File: src/rtl/multicycle_control.sv
// Multi-cycle MIPS control FSM: sequences fetch/decode/execute over a shared ALU
// and a single memory port with a ready handshake, traps illegal opcodes, counts retirements.
module multicycle_control #(
  parameter int CNT_W     = 32,
  parameter bit TRAP_HALT = 1'b1
) (
  input  logic             clk,
  input  logic             reset,
  input  logic [5:0]       opcode,
  input  logic             mem_ready,
  output logic             pc_write,
  output logic             pc_write_cond,
  output logic             iord,
  output logic             mem_read,
  output logic             mem_write,
  output logic             ir_write,
  output logic             mem_to_reg,
  output logic             reg_dst,
  output logic             reg_write,
  output logic             alu_src_a,
  output logic [1:0]       alu_src_b,
  output logic [1:0]       alu_op,
  output logic [1:0]       pc_source,
  output logic [3:0]       state,
  output logic             illegal_op,
  output logic [CNT_W-1:0] retired
);

  typedef enum logic [3:0] {
    S_FETCH  = 4'd0,  S_DECODE = 4'd1,  S_MEMADR = 4'd2, S_MEMRD = 4'd3,
    S_MEMWB  = 4'd4,  S_MEMWR  = 4'd5,  S_RTEX   = 4'd6, S_RTWB  = 4'd7,
    S_BEQ    = 4'd8,  S_JMP    = 4'd9,  S_IMMEX  = 4'd10, S_IMMWB = 4'd11,
    S_TRAP   = 4'd12
  } state_e;

  localparam logic [5:0] OP_RTYPE = 6'b000000;
  localparam logic [5:0] OP_LW    = 6'b100011;
  localparam logic [5:0] OP_SW    = 6'b101011;
  localparam logic [5:0] OP_BEQ   = 6'b000100;
  localparam logic [5:0] OP_J     = 6'b000010;
  localparam logic [5:0] OP_ADDI  = 6'b001000;
  localparam logic [5:0] OP_SLTI  = 6'b001010;
  localparam logic [5:0] OP_ANDI  = 6'b001100;
  localparam logic [5:0] OP_ORI   = 6'b001101;
  localparam logic [5:0] OP_XORI  = 6'b001110;

  state_e             state_q, state_d;
  logic               illegal_q, illegal_d;
  logic [CNT_W-1:0]   retired_q, retired_d;
  logic               retire;

  always_ff @(posedge clk or posedge reset) begin
    if (reset) begin
      state_q   <= S_FETCH;
      illegal_q <= 1'b0;
      retired_q <= '0;
    end else begin
      state_q   <= state_d;
      illegal_q <= illegal_d;
      retired_q <= retired_d;
    end
  end

  always_comb begin
    state_d       = state_q;
    pc_write      = 1'b0;
    pc_write_cond = 1'b0;
    iord          = 1'b0;
    mem_read      = 1'b0;
    mem_write     = 1'b0;
    ir_write      = 1'b0;
    mem_to_reg    = 1'b0;
    reg_dst       = 1'b0;
    reg_write     = 1'b0;
    alu_src_a     = 1'b0;
    alu_src_b     = 2'b00;
    alu_op        = 2'b00;
    pc_source     = 2'b00;
    case (state_q)
      S_FETCH: begin
        mem_read  = 1'b1;
        alu_src_b = 2'b01;
        // IR/PC load only in the cycle the memory actually returns the word
        if (mem_ready) begin
          ir_write = 1'b1;
          pc_write = 1'b1;
          state_d  = S_DECODE;
        end
      end
      S_DECODE: begin
        alu_src_b = 2'b11;
        case (opcode)
          OP_RTYPE:                                 state_d = S_RTEX;
          OP_LW, OP_SW:                             state_d = S_MEMADR;
          OP_BEQ:                                   state_d = S_BEQ;
          OP_J:                                     state_d = S_JMP;
          OP_ADDI, OP_SLTI, OP_ANDI, OP_ORI, OP_XORI: state_d = S_IMMEX;
          default:                                  state_d = S_TRAP;
        endcase
      end
      S_MEMADR: begin
        alu_src_a = 1'b1;
        alu_src_b = 2'b10;
        state_d   = (opcode == OP_LW) ? S_MEMRD : S_MEMWR;
      end
      S_MEMRD: begin
        iord     = 1'b1;
        mem_read = 1'b1;
        if (mem_ready) state_d = S_MEMWB;
      end
      S_MEMWB: begin
        reg_write  = 1'b1;
        mem_to_reg = 1'b1;
        state_d    = S_FETCH;
      end
      S_MEMWR: begin
        iord      = 1'b1;
        mem_write = 1'b1;
        if (mem_ready) state_d = S_FETCH;
      end
      S_RTEX: begin
        alu_src_a = 1'b1;
        alu_op    = 2'b10;
        state_d   = S_RTWB;
      end
      S_RTWB: begin
        reg_dst   = 1'b1;
        reg_write = 1'b1;
        state_d   = S_FETCH;
      end
      S_BEQ: begin
        alu_src_a     = 1'b1;
        alu_op        = 2'b01;
        pc_write_cond = 1'b1;
        pc_source     = 2'b01;
        state_d       = S_FETCH;
      end
      S_JMP: begin
        pc_write  = 1'b1;
        pc_source = 2'b10;
        state_d   = S_FETCH;
      end
      S_IMMEX: begin
        alu_src_a = 1'b1;
        alu_src_b = 2'b10;
        alu_op    = (opcode == OP_ADDI) ? 2'b00 : 2'b11;
        state_d   = S_IMMWB;
      end
      S_IMMWB: begin
        reg_write = 1'b1;
        state_d   = S_FETCH;
      end
      S_TRAP: begin
        if (!TRAP_HALT) state_d = S_FETCH;
      end
      default: state_d = S_FETCH;
    endcase
  end

  // Only completed instructions retire; trap exits back to FETCH do not count
  assign retire = (state_d == S_FETCH) &&
                  (state_q inside {S_MEMWB, S_MEMWR, S_RTWB, S_BEQ, S_JMP, S_IMMWB});

  assign illegal_d = illegal_q | (state_d == S_TRAP);
  assign retired_d = retire ? retired_q + 1'b1 : retired_q;

  assign state      = state_q;
  assign illegal_op = illegal_q;
  assign retired    = retired_q;

endmodule

File: config.mk
export PLATFORM = sky130hd
export DESIGN_NAME = multicycle_control
export DESIGN_NICKNAME = d
export VERILOG_FILES = /design/src/rtl/multicycle_control.sv
export SDC_FILE = /design/constraint.sdc
export NUM_CORES = 1
export LEC_CHECK = 0
export CAP_MARGIN = 20
export CORE_MARGIN = 2
export CORE_UTILIZATION = 35
export DETAILED_ROUTE_END_ITERATION = 6
export PLACE_DENSITY = 0.66
export SLEW_MARGIN = 0
export SYNTH_ARGS = -nofsm -noshare
export SYNTH_HDL_FRONTEND = slang
export SYNTH_SLANG_ARGS = --single-unit
File: constraint.sdc
create_clock -name clk -period 4.9 [get_ports clk]
set_clock_uncertainty 0.05 [all_clocks]
set_input_delay 0.735 -clock clk [delete_from_list [all_inputs] [get_ports clk]]
set_output_delay 0.735 -clock clk [all_outputs]
set_load 0.1 [all_outputs]
==> results of run 1 <==
## cell type report
cell class,count,area [um^2],share of cell area
Clock inverter,1,30.0,0.0102
Multi-Input combinational cell,173,1150,0.392
Tap cell,75,93.8,0.0320
Sequential cell,37,926,0.316
Clock buffer,7,86.3,0.0295
Timing Repair Buffer,62,616,0.210
Inverter,8,30.0,0.0102
## logic make-up (layout without fill, tap and decap cells)
kind of cell | after synthesis | after routing
compound gates | 25 | 25
xor+xnor | 32 | 32
fa+ha+maj | 1 | 1
mux | 1 | 1
flops | 37 | 37
buf+inv | 22 | 78
simple gates | 114 | 114
## state kept, by name, summed over array words and instances (netlist names)
name,cells
retired,32
state,4
illegal_op,1
## routing by layer
layer / global-route usage / vias up
met5: 0 / -
met4: 0.0551 / 0
met3: 0.0298 / 10
met2: 0.219 / 41
met1: 0.203 / 880
li1: - / 932
## per-stage QoR
step	utilization	instances	area (um^2)	setup slack, ps
2_1_floorplan	-	232	2190	24.8
3_3_place_gp	0.470	355	2810	1210
3_5_place_dp	0.470	355	2810	1210
4_1_cts	0.489	363	2930	1210
5_1_grt	0.489	363	2930	1090
6_report	0.489	363	2930	1210
## cell usage after synthesis, types with 4 or more instances
cell type / n / area share
a21oi_1: 8 / 0.018
and3_1: 7 / 0.020
nor3_1: 12 / 0.028
xnor2_1: 16 / 0.064
clkbuf_1: 8 / 0.014
buf_4: 4 / 0.014
nand4_1: 11 / 0.032
xor2_1: 16 / 0.064
dfrtp_1: 37 / 0.42
nor3_2: 4 / 0.018
nand2b_1: 6 / 0.017
inv_1: 8 / 0.014
nor2_1: 26 / 0.045
nand3_1: 16 / 0.037
nand2_1: 10 / 0.017
## worst max-delay path, cell delays in order
cell and delay (ps):
clkdlybuf4s50_1 610, nor4_1 110, a311oi_1 270, clkdlybuf4s50_1 1170
## worst paths after layout
kind | startpoint | endpoint | slack (ps) | depth (start not counted)
worst max register to register | state[3]$_DFF_PP0_ | retired[24]$_DFFE_PP0P_ | 2260 | 5
worst max-delay path | opcode[0] | alu_op[0] | 1210 | 4
max in group asynchronous | reset | illegal_op$_DFF_PP0_ | 3670 | 3
worst min-delay path | retired[31]$_DFFE_PP0P_ | retired[31]$_DFFE_PP0P_ | 420 | 1
min in group asynchronous | reset | retired[18]$_DFFE_PP0P_ | 810 | 3
worst min register to register | retired[31]$_DFFE_PP0P_ | retired[31]$_DFFE_PP0P_ | 420 | 1
## power breakdown
part           internal, mW  leakage, nW  switching [mW]
Combinational         0.275        0.685           0.848
Clock                 0.166       0.0585           0.106
Sequential            0.347        0.493          0.0998
Total                 0.788         1.24            1.05
==> flow_metrics.tcl, run 1 <==
set metrics [dict create \
    postRouteAntennaNets 0 \
    critPathKind "input pin to output pin" \
    drtPass1Iterations 4 \
    synthXorXnorAreaFrac 0.128 \
    cts-hold-fix-buffers 0 \
    gp_congestion 0.856 \
    highest_layer "met4" \
    cts_resized 0 \
    slew_violations 0 \
    grt.overflow.total 0 \
    p_leak_nw 1.24 \
    drtIter0Drc 140 \
    port_buffers 61 \
    dr_wl_met2_um 2320 \
    clk_path_buf_depth 2 \
    drt-met1-wl_um 2420 \
    core_area_mm2 0.00599 \
    clock.fmax_ghz 0.271 \
    met3_length_um 169 \
    drive_above_1_share 0.0764 \
    crit_fanout 9 \
    synth_edf_count 0 \
    final-hold-violation-count 0 \
    end_kind "output pin" \
    post_cts_buffers 0 \
    rsz0062_at_grt "false" \
    cts.sinks 37 \
    period_minus_slack_ps 3690 \
    htreeDepth 2 \
    async_flop_share 1.00 \
    tritoncts "built" \
    start_kind "input pin" \
    grt_pass1_vias 1689 \
    setup_violations 0 \
    drt-total-wl_um 5000 \
    area_growth_pct 34.3 \
    holdCritPathClass "flip-flop to flip-flop" \
    num_vias 1863 \
    rows 28 \
    power_density_mw_per_mm2 629 \
    clk_latency_ps 290 \
    start_util 0.364 \
    ys.flop_type "dfrtp_1" \
    cts_buffers 5 \
    syn_area_per_cell_um2 9.41 \
    synth-simple-area-share 0.303 \
    worstMarginPinSlew_ps 1030 \
    synth_compound_area_frac 0.0820 \
    final_cell_mix "60 x clkdlybuf4s50_1, 37 x dfrtp_1, 26 x nor2_1" \
    period_share 0.753 \
    wire_per_inst_um 13.8 \
    io_pins 62 \
    dp_hpwl_um 3670 \
    syn-num-nets 242 \
    status "complete, no violations" \
    syn_inst 232 \
    final_common_cell "clkdlybuf4s50_1" \
    finalHoldWorstSlack_ps 415 \
    synth_area_mm2 0.00218 \
    fillers 562 \
    cts_root_buf "clkbuf_8" \
    path_clk_slew_ps 70 \
    yosysUniqueCellTypes 45 \
    nets 297 \
    cap_violations 0 \
    maxSlewHeadroom 0.313 \
    peakVddDrop_v 0.000659 \
    finalSetupTns_ps 0 \
    ys_warn_count 0 \
    synth_mux_area_frac 0.00516 \
    synth-seq-area-share 0.424 \
    via_per_inst 5.13 \
    dieArea_mm2 0.00688 \
    cp.required_ps 4120 \
    power_mw 1.84 \
    ys_ff_latch 37 \
    grt_antenna_before_repair 0 \
    grt_pass1_wl_um 8270 \
    remaining_drc_errors 0 \
    antenna_cells 0 \
    die_y_um 83.0 \
    synthAdderAreaFrac 0.00573 \
    synth_top_family_by_area "simple AND/OR/NAND/NOR gates" \
    grt_usage 0.145 \
    die_w_um 83.0 \
    crit_arrival_ps 2910 \
    grt_max_degree 38 \
]
(Power assumes the default switching activity.)
==> run 2: changes to the inputs <==
--- a/config.mk
+++ b/config.mk
@@ -9,7 +9,7 @@
 export CORE_MARGIN = 2
 export CORE_UTILIZATION = 35
 export DETAILED_ROUTE_END_ITERATION = 6
-export PLACE_DENSITY = 0.66
+export PLACE_DENSITY = 0.68
 export SLEW_MARGIN = 0
 export SYNTH_ARGS = -nofsm -noshare
 export SYNTH_HDL_FRONTEND = slang
==> constraint.sdc (replaced) <==
create_clock -name clk -period 3 [get_ports clk]
set_clock_uncertainty 0.05 [all_clocks]
set_input_delay 0.45 -clock clk [delete_from_list [all_inputs] [get_ports clk]]
set_output_delay 0.45 -clock clk [all_outputs]
set_load 0.1 [all_outputs]
==> run 2 against run 1 <==
Net effect: sequential power is 71% higher; sequential share of layout area is 0.28 points higher; first-iteration DRC count is 63% lower; critical endpoint is now alu_op[1]; highest routed layer unchanged.
==> flow_metrics.tcl, run 2 (synthesized netlist as in run 1, its figures left out) <==
set metrics [dict create \
    cts_resized 0 \
    core_area_mm2 0.00599 \
    clk_path_buf_depth 2 \
    gp_congestion 0.744 \
    die_y_um 83.0 \
    die_w_um 83.0 \
    worstMarginPinSlew_ps 468 \
    path_clk_slew_ps 70 \
    htreeDepth 2 \
    remaining_drc_errors 0 \
    cts.sinks 37 \
    io_pins 62 \
    finalHoldWorstSlack_ps 433 \
    power_density_mw_per_mm2 1030 \
    crit_arrival_ps 1940 \
    cts-hold-fix-buffers 0 \
    drive_above_1_share 0.314 \
    clk_latency_ps 290 \
    crit_fanout 7 \
    finalSetupTns_ps 0 \
    cts_root_buf "clkbuf_8" \
    drt-total-wl_um 4940 \
    clock.fmax_ghz 0.409 \
    cts_buffers 5 \
    drtIter0Drc 52 \
    dp_slack_ps 442 \
    p_leak_nw 1.34 \
    post-route-cell-area_mm2 0.00293 \
    num_vias 1861 \
    cp.required_ps 2500 \
    final_cell_mix "54 x buf_4, 33 x dfrtp_1, 23 x nor2_1" \
    setup_violations 0 \
    rsz0062_at_grt "false" \
    post_cts_buffers 0 \
    port_buffers 61 \
    final_common_cell "buf_4" \
    largest_register_ffs 32 \
    status "complete, no violations" \
    area_growth_pct 34.2 \
    min_path_cells 1 \
    critPathKind "input pin to output pin" \
    grt_pass1_wl_um 8690 \
    period_share 0.814 \
    start_kind "input pin" \
    nets 299 \
    final-hold-violation-count 0 \
    grt.overflow.total 0 \
    post_dp_cell_area_mm2 0.00283 \
    wire_per_inst_um 13.5 \
    holdCritPathClass "flip-flop to flip-flop" \
    tritoncts "built" \
    via_per_inst 5.10 \
    period_minus_slack_ps 2440 \
    final.setup.worst_slack_ps 557 \
    dp_hpwl_um 3680 \
    start_util 0.364 \
    drtPass1Iterations 4 \
    postRouteAntennaNets 0 \
    grt_antenna_before_repair 0 \
    slew_violations 0 \
    reg2reg_depth 6 \
    grt_pass1_vias 1752 \
    final_util 0.489 \
    grt_max_degree 38 \
    dieArea_mm2 0.00688 \
    rows 28 \
    maxSlewHeadroom 0.688 \
    grt_usage 0.152 \
    peakVddDrop_v 0.000634 \
    cap_violations 0 \
    antenna_cells 0 \
    end_kind "output pin" \
]
-- run 2: changes by cell type in the layout (fill, tap and decap cells not counted), moves of 3 or more --
cell / previous run / this run
buf_4: 2 / 54
clkdlybuf4s50_1: 60 / 8
dfrtp_1: 37 / 33
dfrtp_2: 0 / 3
nor2_1: 26 / 23
nor3_1: 11 / 8
nor3_4: 0 / 3
-- run 2: final timing paths --
check / end / from / slack (ps)
setup / recovery: alu_op[1] / opcode[3] / 560
hold / removal: retired[31]$_DFFE_PP0P_ / retired[31]$_DFFE_PP0P_ / 430
setup reg to reg: retired[24]$_DFFE_PP0P_ / state[0]$_DFF_PP0_ / 790
hold reg to reg: retired[31]$_DFFE_PP0P_ / retired[31]$_DFFE_PP0P_ / 430
max in group asynchronous: state[3]$_DFF_PP0_ / reset / 2020
min in group asynchronous: retired[31]$_DFFE_PP0P_ / reset / 520
-- run 2: routing by layer --
metal,up-vias,track usage,part of all wire
met5,-,0,0
met4,0,0.0537,0.016
met3,6,0.0388,0.039
met2,33,0.221,0.45
met1,887,0.220,0.49
li1,935,-,-
-- run 2: cell type report --
| class | instances | area, um^2 |
|---|---|---|
| tap | 75 | 93.8 |
| clock inverter | 1 | 5.00 |
| fill | 581 | 3060 |
| sequential | 37 | 933 |
| multi-input combinational | 173 | 1240 |
| timing repair buffer | 64 | 526 |
| clock buffer | 7 | 96.3 |
| inverter | 8 | 30.0 |
-- run 2: worst max-delay path: stages --
cell             delay, ps
clkdlybuf4s50_1        610
inv_1                  110
nor4_1                 180
buf_4                  170
a21o_1                 150
a21oi_4                 70
buf_12                 180
-- run 2: through the flow --
stage | cells | power (mW)
2_1_floorplan | 232 | 2.32
3_3_place_gp | 357 | 2.64
3_5_place_dp | 357 | 2.66
4_1_cts | 365 | 3.05
5_1_grt | 365 | 3.16
6_report | 365 | 3.02
-- run 2: where the power goes --
group          switching [mW]  internal [mW]  leakage [nW]
Clock                   0.171          0.207        0.0542
Sequential              0.191          0.574         0.487
Combinational            1.42          0.458         0.798
==> run 3: changes to the inputs <==
==> constraint.sdc (replaced) <==
create_clock -name clk -period 2.05 [get_ports clk]
set_clock_uncertainty 0.05 [all_clocks]
set_input_delay 0.3075 -clock clk [delete_from_list [all_inputs] [get_ports clk]]
set_output_delay 0.3075 -clock clk [all_outputs]
set_load 0.1 [all_outputs]
==> run 3 against run 2 <==
Net effect: core utilization increased by 11 points; worst setup slack got worse by 520 ps; die area unchanged; highest routed layer unchanged.
==> flow_metrics.tcl, run 3 (synthesized netlist as in run 1, its figures left out) <==
set metrics [dict create \
    htreeDepth 2 \
    die_y_um 83.0 \
    cap_violations 0 \
    cpLargestDelayFamily "flip-flops" \
    status "complete, no violations" \
    grt_max_degree 38 \
    finalSetupTns_ps 0 \
    slew_violations 0 \
    power_density_mw_per_mm2 1450 \
    path_depth 5 \
    cts_buffers 5 \
    period_share 0.983 \
    cts-hold-fix-buffers 0 \
    antenna_cells 0 \
    drive_above_1_share 0.511 \
    grt_pass1_wl_um 9540 \
    p_leak_nw 1.54 \
    rows 28 \
    cts.sinks 37 \
    use_met2 0.261 \
    area_growth_pct 63.3 \
    grt_pass1_vias 1956 \
    gp_congestion 0.857 \
    critical_path.cell_chain "buf_8 > nand2b_4 > a21o_1 > a21oi_2 > buf_12" \
    port_buffers 61 \
    dieArea_mm2 0.00688 \
    critPathKind "flip-flop to output pin" \
    drtPass1Iterations 4 \
    drtIter0Drc 134 \
    maxSlewHeadroom 0.689 \
    die_w_um 83.0 \
    path_clk_slew_ps 80 \
    cpPeakStageDelay_ps 510 \
    clock.fmax_ghz 0.496 \
    met3_usage 0.0328 \
    cts_root_buf "clkbuf_8" \
    period_minus_slack_ps 2020 \
    use_met1 0.235 \
    worstMarginPinSlew_ps 467 \
    grt.overflow.total 0 \
    setup_violations 0 \
    final-hold-violation-count 0 \
    grt_usage 0.165 \
    startpoint "state[2]$_DFF_PP0_" \
    drt-total-wl_um 5630 \
    start_kind "flip-flop" \
    final_util 0.595 \
    start_util 0.364 \
    clk_latency_ps 290 \
    num_vias 2034 \
    dp_hpwl_um 4270 \
    slowest_stage "dfrtp_4" \
    final_cell_mix "65 x buf_4, 22 x buf_12, 17 x nor2_1, 17 x dfrtp_2" \
    nets 332 \
    io_pins 62 \
    clk_path_buf_depth 2 \
    rrSetupSlack_ps 70 \
    final_common_cell "buf_4" \
    rsz0062_at_grt "true" \
    core_area_mm2 0.00599 \
    peakVddDrop_v 0.00143 \
    tritoncts "built" \
    wire_per_inst_um 14.1 \
    crit_fanout 6 \
    grt_antenna_before_repair 0 \
    postRouteAntennaNets 0 \
    cp.required_ps 1690 \
    largest_register_ffs 32 \
    end_kind "output pin" \
    crit_arrival_ps 1660 \
    via_per_inst 5.11 \
    remaining_drc_errors 0 \
    holdCritPathClass "input pin to asynchronous set/reset pin" \
    reg2reg_to "illegal_op$_DFF_PP0_" \
    reg2reg_from "state[1]$_DFF_PP0_" \
    path_buf_inv 2 \
    worstSetupEndpoint "alu_op[1]" \
    grt.busiest_layer "met2" \
    reg2reg_depth 6 \
]
==> run 3: final cells by class <==
cell class | instances | area, um^2
clock buffers | 6 | 72.6
clock inverters | 2 | 10.0
fillers | 506 | 2430
inverters | 8 | 30.0
multi-input cells | 173 | 1350
flip-flops and latches | 37 | 977
well taps | 75 | 93.8
repair buffers | 97 | 1030
==> run 3: timing repair <==
item                       CTS  global route
setup buffers                3             5
gates resized for setup      2             6
hold endpoints to repair     0             0
setup endpoints to repair    4             9
pin swaps                    2             2
==> run 3: worst min-delay path, stage by stage <==
cell	delay [ps]
clkdlybuf4s50_1	400
inv_1	50
buf_4	400
==> run 3: layer usage <==
layer	vias up	wire length (um)	part of all wire
met5	-	0	0
met4	0	38	0.0068
met3	4	226	0.040
met2	42	2720	0.48
met1	988	2640	0.47
li1	1000	-	-
==> run 3: how the worst min path moves through the flow <==
stage                            start                 endpoint  slack [ps]  cells after the start
2_1_floorplan                opcode[4]       state[1]$_DFF_PP0_         370                      1
6_report                         reset  retired[29]$_DFFE_PP0P_         390                      3
3_5_place_dp   retired[29]$_DFFE_PP0P_  retired[29]$_DFFE_PP0P_         430                      1
5_1_grt                          reset   retired[6]$_DFFE_PP0P_         450                      3
4_1_cts                          reset  retired[25]$_DFFE_PP0P_         400                      3
3_3_place_gp   retired[18]$_DFFE_PP0P_  retired[18]$_DFFE_PP0P_         420                      1
==> run 3: power by group <==
group	switching, mW	internal [mW]
clock	0.250	0.236
sequential	0.164	0.861
combinational	2.37	1.29
==> run 3: through the flow <==
stage / worst slack (ps) / std cells / hold slack (ps) / area [um^2] / power, mW
final: 34.2 / 398 / 386 / 3560 / 5.17
after global routing: -27.7 / 398 / 445 / 3560 / 5.38
after CTS: 12.3 / 393 / 401 / 3500 / 5.11
after detailed placement: -101 / 382 / 426 / 3390 / 4.60
after global placement: -95.2 / 382 / 417 / 3390 / 4.57
after floorplan: -565 / 232 / 368 / 2470 / 3.57
